**src/rtl/pixel_unpacker.sv**
```systemverilog
// pixel_unpacker: serialises tri-exposure 128-bit words into aligned RGB565 pixels
module pixel_unpacker #(
  parameter int PIX_W        = 16,
  parameter int WORD_W       = 128,
  parameter int FRAME_PIXELS = 307200
)(
  input  logic              clk_25M,
  input  logic              rst_25M,
  input  logic [WORD_W-1:0] pixel_data_high,
  input  logic [WORD_W-1:0] pixel_data_mid,
  input  logic [WORD_W-1:0] pixel_data_low,
  input  logic              pixel_data_valid,
  input  logic              frame_start,
  input  logic              pix_req,
  output logic [PIX_W-1:0]  pixel_high,
  output logic [PIX_W-1:0]  pixel_mid,
  output logic [PIX_W-1:0]  pixel_low,
  output logic              pixel_valid,
  output logic              eof,
  output logic              underflow,
  output logic              overflow
);
  localparam int PPW = WORD_W / PIX_W;
  localparam int IW = PPW > 1 ? $clog2(PPW) : 1;
  localparam int CW = FRAME_PIXELS > 1 ? $clog2(FRAME_PIXELS) : 1;
  localparam logic [IW-1:0] IDX_LAST = IW'(PPW - 1);
  localparam logic [CW-1:0] CNT_LAST = CW'(FRAME_PIXELS - 1);
  typedef enum logic [1:0] {EMPTY, ONE, TWO} state_t;
  state_t              r_state;
  logic [IW-1:0]       r_idx;
  logic [CW-1:0]       r_cnt;
  logic [3*WORD_W-1:0] r_cur, r_nxt;
  logic [3*WORD_W-1:0] w_in;
  logic                w_serve, w_pop;
  assign w_in    = {pixel_data_high, pixel_data_mid, pixel_data_low};
  assign w_serve = pix_req && r_state != EMPTY;
  assign w_pop   = w_serve && r_idx == IDX_LAST;
  // shared two-slot store, pixel serialiser, frame counter and sticky flags
  always_ff @(posedge clk_25M) begin
    if (rst_25M) begin
      r_state     <= EMPTY;
      r_idx       <= '0;
      r_cnt       <= '0;
      r_cur       <= '0;
      r_nxt       <= '0;
      pixel_high  <= '0;
      pixel_mid   <= '0;
      pixel_low   <= '0;
      pixel_valid <= 1'b0;
      eof         <= 1'b0;
      underflow   <= 1'b0;
      overflow    <= 1'b0;
    end else if (frame_start) begin
      r_state     <= EMPTY;
      r_idx       <= '0;
      r_cnt       <= '0;
      pixel_valid <= 1'b0;
      eof         <= 1'b0;
    end else begin
      pixel_valid <= w_serve;
      eof         <= w_serve && r_cnt == CNT_LAST;
      if (w_serve) begin
        pixel_high <= r_cur[2*WORD_W + r_idx*PIX_W +: PIX_W];
        pixel_mid  <= r_cur[WORD_W + r_idx*PIX_W +: PIX_W];
        pixel_low  <= r_cur[r_idx*PIX_W +: PIX_W];
        r_idx      <= w_pop ? '0 : r_idx + 1'b1;
        r_cnt      <= r_cnt == CNT_LAST ? '0 : r_cnt + 1'b1;
      end else if (pix_req) begin
        pixel_high <= '0;
        pixel_mid  <= '0;
        pixel_low  <= '0;
        underflow  <= 1'b1;
      end
      case (r_state)
        EMPTY: if (pixel_data_valid) begin
          r_cur   <= w_in;
          r_state <= ONE;
        end
        ONE: if (w_pop) begin
          if (pixel_data_valid) r_cur <= w_in;
          else r_state <= EMPTY;
        end else if (pixel_data_valid) begin
          r_nxt   <= w_in;
          r_state <= TWO;
        end
        TWO: if (w_pop) begin
          r_cur <= r_nxt;
          if (pixel_data_valid) r_nxt <= w_in;
          else r_state <= ONE;
        end else if (pixel_data_valid) overflow <= 1'b1;
        default: r_state <= EMPTY;
      endcase
    end
  end
endmodule

```
**config.mk**
```make
export PLATFORM = sky130hd
export DESIGN_NAME = pixel_unpacker
export DESIGN_NICKNAME = d
export VERILOG_FILES = /design/src/rtl/pixel_unpacker.sv
export SDC_FILE = /design/constraint.sdc
export NUM_CORES = 2
export LEC_CHECK = 0
export CAP_MARGIN = 0
export CORE_MARGIN = 2
export CORE_UTILIZATION = 33
export CTS_CLUSTER_DIAMETER = 150
export DETAILED_ROUTE_END_ITERATION = 7
export PLACE_DENSITY = 0.6
export SETUP_SLACK_MARGIN = 0.1
export SLEW_MARGIN = 20
export SYNTH_ARGS = -nofsm -noshare
export SYNTH_HDL_FRONTEND = slang
export SYNTH_SLANG_ARGS = --single-unit
```
**constraint.sdc**
```tcl
create_clock -name clk_25M -period 3.5 [get_ports clk_25M]
set_input_delay 1.05 -clock clk_25M [delete_from_list [all_inputs] [get_ports clk_25M]]
set_output_delay 1.05 -clock clk_25M [all_outputs]
set_load 0.05 [all_outputs]
```
==> impl_metrics.py <==
metrics = {
    "clocking": {
        "cts_tree": "built",
        "ctsResizeCount": 0,
        "cts_hold_buf": 0,
        "path_clk_slew_ps": 60,
        "cts_setup_buffers": 0,
        "insertion_delay_ps": 680,
        "cts_inserted_buffers": 96,
        "cts.sinks": 844,
        "cts_root_buffer": "clkbuf_16",
        "clockBufferDepth": 3,
        "h-tree-depth": 3,
    },
    "die": {
        "start_util_pct": 33.3,
        "die_area_um2": 120000,
        "die_w_um": 346,
        "ios": 441,
        "core_um2": 116000,
        "row_count": 125,
        "die_h_um": 346,
    },
    "detailed_routing": {
        "drt_iter0_markers": 3009,
        "drt_wl_total_um": 139000,
        "drc": 0,
        "drt_first_pass_iters": 5,
        "viasPerCell": 5.65,
        "post_drt_wl_per_cell_um": 22.5,
        "final_antenna_net_count": 0,
        "via_count": 34959,
    },
    "timing": {
        "whs_ps": 463,
        "tightestPinTransition_ps": 1150,
        "finalClockSkew_ps": 26.0,
        "slew_headroom_pct": 23.0,
        "tns_ps": 0,
        "max_freq_mhz": 330,
        "rsz0062_at_grt": "no",
        "final_hold_viol_count": 0,
        "period_needed_ps": 3030,
        "period_share_pct": 86.7,
        "drv_slew": 0,
        "setup_viol": 0,
    },
    "critical_path": {
        "cp-startpoint": "pixel_mid[15]$_SDFFE_PP0P_",
        "endpoint": "pixel_mid[15]",
        "rrSetupSlack_ps": 840,
        "slowest_delay_ps": 970,
        "crit_fanout": 2,
        "path_delay_family": "buffers and inverters",
        "path_buf_inv": 1,
        "rr_worst_depth": 6,
        "timing.rr.end": "r_cur[63]$_SDFFE_PP0P_",
        "cp-start-kind": "register",
        "r2r-start": "r_state[1]$_SDFFE_PP0P_",
        "critPathCaptureType": "output pin",
        "arrival_ps": 1980,
        "critical_path_class": "reg -> out",
        "cp.depth": 1,
        "path_cells": "clkdlybuf4s50_1",
        "slowest_stage": "clkdlybuf4s50_1",
        "worstPathRequired_ps": 2450,
    },
    "grt": {
        "grt-ovfl-total": 0,
        "grtUsageTotal_pct": 22.2,
        "grt_pass1_wl_um": 208000,
        "grt_start_max_net_pins": 168,
        "grt_pass1_vias": 32351,
        "grt_antenna_before_repair": 38,
    },
    "worst_hold_path": {
        "hold_path.class": "reg -> reg",
        "min_from": "r_cur[374]$_SDFFE_PP0P_",
        "min_path_cells": 2,
    },
    "synthesis": {
        "synth_area_um2": 38700,
        "ys.flop_type": "dfxtp_1",
        "netlist_instances": 4425,
        "ys_types": 44,
        "synth-seq-cells": 844,
        "ys_seq_area_share_pct": 43.7,
        "synth_fp_nets": 4817,
        "synth_edf_count": 0,
        "async_flop_share_pct": 0,
        "synth_area_per_cell_um2": 8.74,
        "synth_warnings": 0,
    },
    "pwr": {
        "power_density_nw_per_um2": 479,
        "irDropWorstVdd_uv": 357,
        "leakage_nw": 15.5,
        "finalPower_mw": 22.9,
    },
    "final_layout": {
        "area_growth_pct": 23.8,
        "final_nets": 4968,
        "drive_gt1_share_pct": 8.41,
        "final_util_pct": 41.2,
        "fillerInstances": 11512,
        "stdcell_count": 6182,
    },
    "placement": {
        "hpwl_um": 91500,
        "placed_cells": 6002,
        "gp_congestion": 0.816,
        "portBuffers": 440,
    },
    "outcome": {
        "status": "finished, final reports clean",
    },
    "run": {
        "maxCapViolations": 0,
    },
}
[worst min-delay path by stage]
| stage | end | slack (ps) |
|---|---|---|
| floorplan | r_cur[100]$_SDFFE_PP0P_ | 440 |
| global placement | pixel_mid[15]$_SDFFE_PP0P_ | 450 |
| detailed placement | r_cur[374]$_SDFFE_PP0P_ | 460 |
| CTS | r_cur[374]$_SDFFE_PP0P_ | 470 |
| global route | r_cur[334]$_SDFFE_PP0P_ | 480 |
| finish | r_cur[374]$_SDFFE_PP0P_ | 460 |
[report_power, final]
group	leakage (nW)	switching [mW]	internal [mW]
combinational	7.13	1.48	1.16
clock	1.54	4.18	5.90
sequential	6.88	0.218	9.99
[synth_stat cells (2+ instances only)]
master	n	area [um2]
ha_1	3	37.5
or4_4	2	22.5
o31ai_1	5	37.5
mux4_2	96	2160
nand3_1	395	1980
nand2b_1	2	12.5
or3_1	7	43.8
a21oi_1	400	2000
a21o_1	2	15.0
o21a_1	2	15.0
buf_1	29	109
mux2i_1	48	480
buf_2	71	355
nor4_1	5	31.3
inv_1	387	1450
o21ai_0	439	2200
a211oi_1	384	2880
nand3b_1	3	22.5
xor2_1	4	35.0
a221oi_1	384	3360
clkbuf_1	414	1550
nor2b_1	389	2430
or4_1	3	22.5
o21ai_1	2	10.0
nand2_1	63	236
nor2_1	15	56.3
dfxtp_1	844	16900
nand4b_1	2	17.5
xnor2_1	5	43.8
nand4_1	5	31.3
and3_1	2	12.5
[flip-flops by register name (all words and copies together), names as in the netlist]
signal,flops
pixel_valid,1
underflow,1
r_cnt,19
r_idx,3
r_cur,384
r_state,2
r_nxt,384
eof,1
pixel_high,16
pixel_low,16
overflow,1
pixel_mid,16
[cells in the final DEF (no fill, tap or decap), drive strengths merged, types with 8 or more instances in the layout]
cell type      instances
a211oi               384
a21oi                401
a221oi               384
buf                  130
clkbuf               140
clkdlybuf4s50        438
clkinv                20
dfxtp                844
diode                 10
inv                  390
mux2i                 48
mux4                  96
nand2                 63
nand3                396
nor2                  15
nor2b                389
o21ai                441
or3                    8
[metal layers]
| layer | vias to the layer above | part of all wire, % | global-route usage [%] |
|---|---|---|---|
| li1 | 16471 | - | - |
| met1 | 17161 | 44 | 29.9 |
| met5 | - | 0.25 | 0 |
| met4 | 54 | 2.7 | 7.06 |
| met3 | 235 | 7.6 | 6.08 |
| met2 | 1038 | 46 | 34.5 |
[area by class of cell]
class                           count  area, um2  area share [%]
Antenna cell                       10       25.0          0.0522
Clock buffer                      140       2760            5.76
Clock inverter                     30        354           0.739
Inverter                          387       1450            3.03
Multi-Input combinational cell   2679      18400            38.4
Sequential cell                   844      16900            35.3
Tap cell                         1524       1910            3.98
Timing Repair Buffer              568       6110            12.8
[per-stage QoR]
step | area [um2] | setup slack, ps
3_3_place_gp | 44800 | 303
4_1_cts | 47900 | 433
6_report | 47900 | 466
5_1_grt | 47900 | 426
2_1_floorplan | 38700 | 1110
3_5_place_dp | 44800 | 301
[kinds of logic (layout without fill, tap and decap cells)]
family	count (synthesis)	after routing	synth area share (%)
AOI/OAI and AO/OA	1621	1621	27.3
and+or+nand+nor	902	902	12.9
buffers and inverters	902	1125	8.99
DFF	844	844	43.7
muxes	144	144	6.83
xor gates and xnor gates	9	9	0.204
adders and majority gates	3	3	0.0970
other	0	10	0
(Power assumes the default switching activity.)
